## config.mk

```make
export PLATFORM = sky130hd
export DESIGN_NAME = mult_accumulator
export DESIGN_NICKNAME = d
export VERILOG_FILES = /design/src/rtl/mult_acc_pkg.sv /design/src/rtl/mult_acc_add.sv /design/src/rtl/mult_accumulator.sv
export SDC_FILE = /design/constraint.sdc
export NUM_CORES = 1
export LEC_CHECK = 0
export BUFFER_PORTS_ARGS = -buffer_cell sky130_fd_sc_hd__buf_4
export CELL_PAD_IN_SITES_DETAIL_PLACEMENT = 2
export CELL_PAD_IN_SITES_GLOBAL_PLACEMENT = 2
export CORE_MARGIN = 3
export CORE_UTILIZATION = 32
export CTS_CLUSTER_DIAMETER = 200
export DETAILED_ROUTE_END_ITERATION = 6
export PLACE_DENSITY_LB_ADDON = 0.1
export SLEW_MARGIN = 20
export SYNTH_ARGS = -nofsm -noshare
export SYNTH_HDL_FRONTEND = slang
export SYNTH_SLANG_ARGS = --single-unit
```

## constraint.sdc

```tcl
create_clock -name clk -period 2.87 [get_ports clk]
set_clock_uncertainty 0.15 [all_clocks]
set_input_delay 0.287 -clock clk [delete_from_list [all_inputs] [get_ports clk]]
set_output_delay 0.287 -clock clk [all_outputs]
set_load 0.05 [all_outputs]
```

## src/rtl/mult_acc_pkg.sv

```systemverilog
// Shared types and default widths for the product accumulator.
// Consumers: mult_acc_add, mult_accumulator.
package mult_acc_pkg;

  localparam int PROD_W_DEF = 8;
  localparam int ACC_W_DEF  = 16;
  localparam int LEN_W_DEF  = 5;

  typedef enum logic [1:0] {
    IDLE  = 2'd0,
    ACCUM = 2'd1,
    DONE  = 2'd2
  } state_t;

endpackage

```

## src/rtl/mult_acc_add.sv

```systemverilog
// Accumulator adder: acc + zero-extended product, with carry-out.
// Build option MULT_ACC_SATURATE_EN clamps the sum to all-ones on carry.
module mult_acc_add
  import mult_acc_pkg::*;
#(
  parameter int PROD_W = PROD_W_DEF,
  parameter int ACC_W  = ACC_W_DEF
) (
  input  logic [ACC_W-1:0]  acc,
  input  logic [PROD_W-1:0] prod,
  output logic [ACC_W-1:0]  sum,
  output logic              carry
);

  logic [ACC_W:0] full;

  assign full  = {1'b0, acc} + {{(ACC_W + 1 - PROD_W){1'b0}}, prod};
  assign carry = full[ACC_W];

`ifdef MULT_ACC_SATURATE_EN
  // Once clamped, any further non-zero product carries again and re-clamps.
  assign sum = carry ? {ACC_W{1'b1}} : full[ACC_W-1:0];
`else
  assign sum = full[ACC_W-1:0];
`endif

endmodule

```

## src/rtl/mult_accumulator.sv

```systemverilog
// Burst accumulator for multiplier products with valid/ready result handshake.
// Optional saturation via MULT_ACC_SATURATE_EN (see mult_acc_add).
//
// state | meaning
// IDLE  | waiting for start; len sampled here
// ACCUM | accepting products, count down to the final transfer
// DONE  | result presented until out_ready
module mult_accumulator
  import mult_acc_pkg::*;
#(
  parameter int PROD_W = PROD_W_DEF,
  parameter int ACC_W  = ACC_W_DEF,
  parameter int LEN_W  = LEN_W_DEF
) (
  input  logic              clk,
  input  logic              rst_n,
  input  logic              start,
  input  logic [LEN_W-1:0]  len,
  input  logic              in_valid,
  output logic              in_ready,
  input  logic [PROD_W-1:0] in_prod,
  output logic              out_valid,
  input  logic              out_ready,
  output logic [ACC_W-1:0]  out_acc,
  output logic              out_ovf,
  output logic              busy
);

  state_t           state;
  logic [LEN_W-1:0] count;
  logic [ACC_W-1:0] acc;
  logic             ovf;
  logic [ACC_W-1:0] sum;
  logic             carry;
  logic             xfer;

  mult_acc_add #(
    .PROD_W (PROD_W),
    .ACC_W  (ACC_W)
  ) u_add (
    .acc   (acc),
    .prod  (in_prod),
    .sum   (sum),
    .carry (carry)
  );

  assign xfer    = in_valid & in_ready;
  assign out_acc = acc;
  assign out_ovf = ovf;

  always_ff @(posedge clk or negedge rst_n) begin
    if (!rst_n) begin
      state     <= IDLE;
      count     <= '0;
      acc       <= '0;
      ovf       <= 1'b0;
      in_ready  <= 1'b0;
      out_valid <= 1'b0;
      busy      <= 1'b0;
    end else begin
      case (state)
        IDLE: begin
          if (start) begin
            acc  <= '0;
            ovf  <= 1'b0;
            busy <= 1'b1;
            if (len != '0) begin
              count    <= len;
              in_ready <= 1'b1;
              state    <= ACCUM;
            end else begin
              out_valid <= 1'b1;
              state     <= DONE;
            end
          end
        end
        ACCUM: begin
          if (xfer) begin
            acc   <= sum;
            ovf   <= ovf | carry;
            count <= count - 1'b1;
            // Terminal count: this transfer is the last of the burst.
            if (count == LEN_W'(1)) begin
              in_ready  <= 1'b0;
              out_valid <= 1'b1;
              state     <= DONE;
            end
          end
        end
        DONE: begin
          if (out_ready) begin
            out_valid <= 1'b0;
            busy      <= 1'b0;
            state     <= IDLE;
          end
        end
        default: begin
          in_ready  <= 1'b0;
          out_valid <= 1'b0;
          busy      <= 1'b0;
          state     <= IDLE;
        end
      endcase
    end
  end

endmodule

```

==> results.json <==
{
  "clock_path_buffers": 2,
  "core.rowCount": 26,
  "use_met1_pct": 23.5,
  "hold_viol": 0,
  "synthTopCellsByArea": "dfrtp_1 (38%), ha_1 (7.1%), o21ai_0 (4.6%)",
  "grt_pass1_vias": 1862,
  "finalSetupViolations": 0,
  "maxSlewViolCount": 0,
  "ir_drop_uv": 316,
  "die_area_um2": 6420,
  "syn_to_final_growth_pct": 22.9,
  "grt_pass1_wl_mm": 9.34,
  "routedWlPerCell_um": 18.1,
  "drtPass1Iterations": 4,
  "max_stage_delay_ns": 0.53,
  "slowest_stage": "or4_1",
  "crit_family": "simple AND/OR/NAND/NOR gates",
  "synth_top_cell_area_share_pct": 38.4,
  "cts-hold-fix-buffers": 1,
  "io_pins": 38,
  "diodes": 0,
  "hold_class": "input port to flop",
  "final_cells": 300,
  "yosys_warnings": 0,
  "post_cts_resized": 0,
  "synth_cell_types": 51,
  "place_hpwl_mm": 4.28,
  "fillers": 605,
  "grt_usage_pct": 18.5,
  "drive_gt1_share_pct": 20.9,
  "cts-root-buf": "clkbuf_8",
  "drc": 0,
  "maxSlewHeadroom_pct": 60.3,
  "yosysSeqAreaShare_pct": 38.4,
  "status": "complete, no violations",
  "ys_ff_latch": 27,
  "syn_nets": 221,
  "drtIter0Drc": 51,
  "use_met3_pct": 2.58,
  "htreeDepth": 1,
  "final_antenna_net_count": 0,
  "cts_buffers": 3,
  "critPathCaptureType": "flop",
  "post_cts_buffers": 0,
  "setup_tns_ns": 0,
  "top_usage_layer": "met2",
  "syn_avg_cell_area_um2": 9.16,
  "pwr_density_cell_nw_per_um2": 972,
  "start_util_pct": 33.8,
  "layout.nets": 260,
  "port_buffers": 37,
  "synthTopCellsByCount": "dfrtp_1 (27), nand2_1 (21), o21ai_0 (16), a21oi_1 (14), nor2_1 (11)",
  "tritoncts": "yes",
  "clk_pin_slew_ns": 0.10,
  "dieHeight_um": 80.1,
  "regArea_um2": 676,
  "critPathLaunchType": "flop",
  "min_period_ns": 2.45,
  "synth_ff_type": "dfrtp_1",
  "tightest_slew_ns": 0.591,
  "yosys.area.top_type": "dfrtp_1",
  "post-place-cells": 295,
  "cp_cell_sequence": "ha_1, inv_1, fa_1, nor2b_1, o2111a_1, nor4_2, or4_1, a21oi_1",
  "synth_xor_area_share_pct": 1.99,
  "dieWidth_um": 80.1,
  "postSynthCellCount": 192,
  "overflow": 0,
  "grt.met2_usage_pct": 32.9,
  "leakagePower_nw": 0.989,
  "muxShareOfSynthArea_pct": 4.06,
  "antenna_found_initial": 0,
  "cp_max_fo": 7,
  "worstPathArrival_ns": 2.51,
  "synthArstFlopShare_pct": 100,
  "finalCritPeriodShare_pct": 85.5,
  "synth-adder-area-share_pct": 8.26,
  "gp_congestion": 0.785,
  "worstSkewPairLatency_ns": 0.27,
  "synth_area_um2": 1760,
  "synth-edff-count": 0,
  "synth_compound_area_share_pct": 20.3,
  "multiInputGateArea_um2": 1030,
  "max_freq_ghz": 0.407,
  "drv_cap": 0,
  "yosys.area_share.simple_pct": 24.1,
  "wl_mm": 5.42,
  "viasPerCell": 5.38,
  "path_class": "flop to flop",
  "critPathRequiredTime_ns": 2.92,
  "cp_num_buf_inv": 1,
  "total_power_w": 0.00210,
  "synth.most_common_cell": "dfrtp_1",
  "synth_top_family_by_area": "simple AND/OR/NAND/NOR gates",
  "vias": 1613,
  "cts.sinks": 27,
  "rsz0062_at_grt": "no",
  "grt_max_degree": 28,
  "core_area_um2": 5200
}
## metrics by stage
step           cell area, um^2  hold WS (ns)  setup WS, ns  utilization, %
2_1_floorplan             1760        -0.159         0.284               -
5_1_grt                   2160         0.172         0.231            41.5
6_report                  2160         0.168         0.415            41.5
3_3_place_gp              2110        0.0825         0.554            40.5
4_1_cts                   2160         0.163         0.392            41.5
3_5_place_dp              2110        0.0844         0.399            40.5
## state kept, by name (all words and copies together) (netlist names)
signal,count
in_ready,1
state,2
out_valid,1
count,5
out_acc,16
out_ovf,1
busy,1
## metal layers
metal,wire [um],part of all wire [%]
met1,2400,44
met2,2820,52
met3,158,2.9
met4,42,0.77
met5,0,0
## report_power, final
part	internal [W]	leakage, nW	total, W	switching (W)
Combinational	0.000438	0.621	0.00124	0.000797
Clock	0.0000995	0.0228	0.000220	0.000120
Sequential	0.000506	0.345	0.000645	0.000138
Total	0.00104	0.989	0.00210	0.00106
## kinds of logic (layout without fill, tap and decap cells)
kind of cell,Yosys count,in the layout
flip-flops,27,27
adder cells (fa/ha/maj),11,11
buffers and inverters,13,51
AND/OR/NAND/NOR,74,74
multiplexers,7,7
XOR/XNOR,4,4
AO/OA/AOI/OAI,56,56
## final timing paths
kind                       startpoint           to  slack, ns  depth (start not counted)
max                        out_acc[0]  out_acc[14]       0.42                          8
min                            len[1]     count[1]       0.17                          3
max reg2reg                out_acc[0]  out_acc[14]       0.42                          8
min reg2reg                 out_valid    out_valid       0.36                          1
max in group asynchronous       rst_n     count[0]       1.97                          2
min in group asynchronous       rst_n   out_acc[3]       0.32                          2
## final cells by class
cell class | instances | share of cell area [%]
clock buffer | 4 | 2.08
inverter | 9 | 1.56
multi-input combinational | 152 | 47.7
sequential | 27 | 31.3
tap | 70 | 4.05
timing repair buffer | 38 | 13.3
## worst register-to-register path, delay by kind of cell, from the launching register on
family	cells	cell delay, ns
flip-flops	1	0.40
buffers and inverters	1	0.06
adder cells (fa/ha/maj)	2	0.58
AO/OA/AOI/OAI	2	0.39
AND/OR/NAND/NOR	3	0.81
## cell usage in the layout, fill, tap and decap left out, types with 3 or more instances in the layout
cell / n
inv_1: 9
mux2i_1: 6
o21a_1: 3
ha_1: 10
and2_1: 3
nand3_1: 7
nand2_1: 21
clkbuf_8: 3
a21oi_1: 14
dfrtp_1: 27
nor2_1: 11
o21ai_0: 16
nor2b_1: 6
buf_4: 37
nand2b_1: 6
a21o_1: 4
or3_1: 3
No activity file was read; power rests on OpenSTA's default activity.
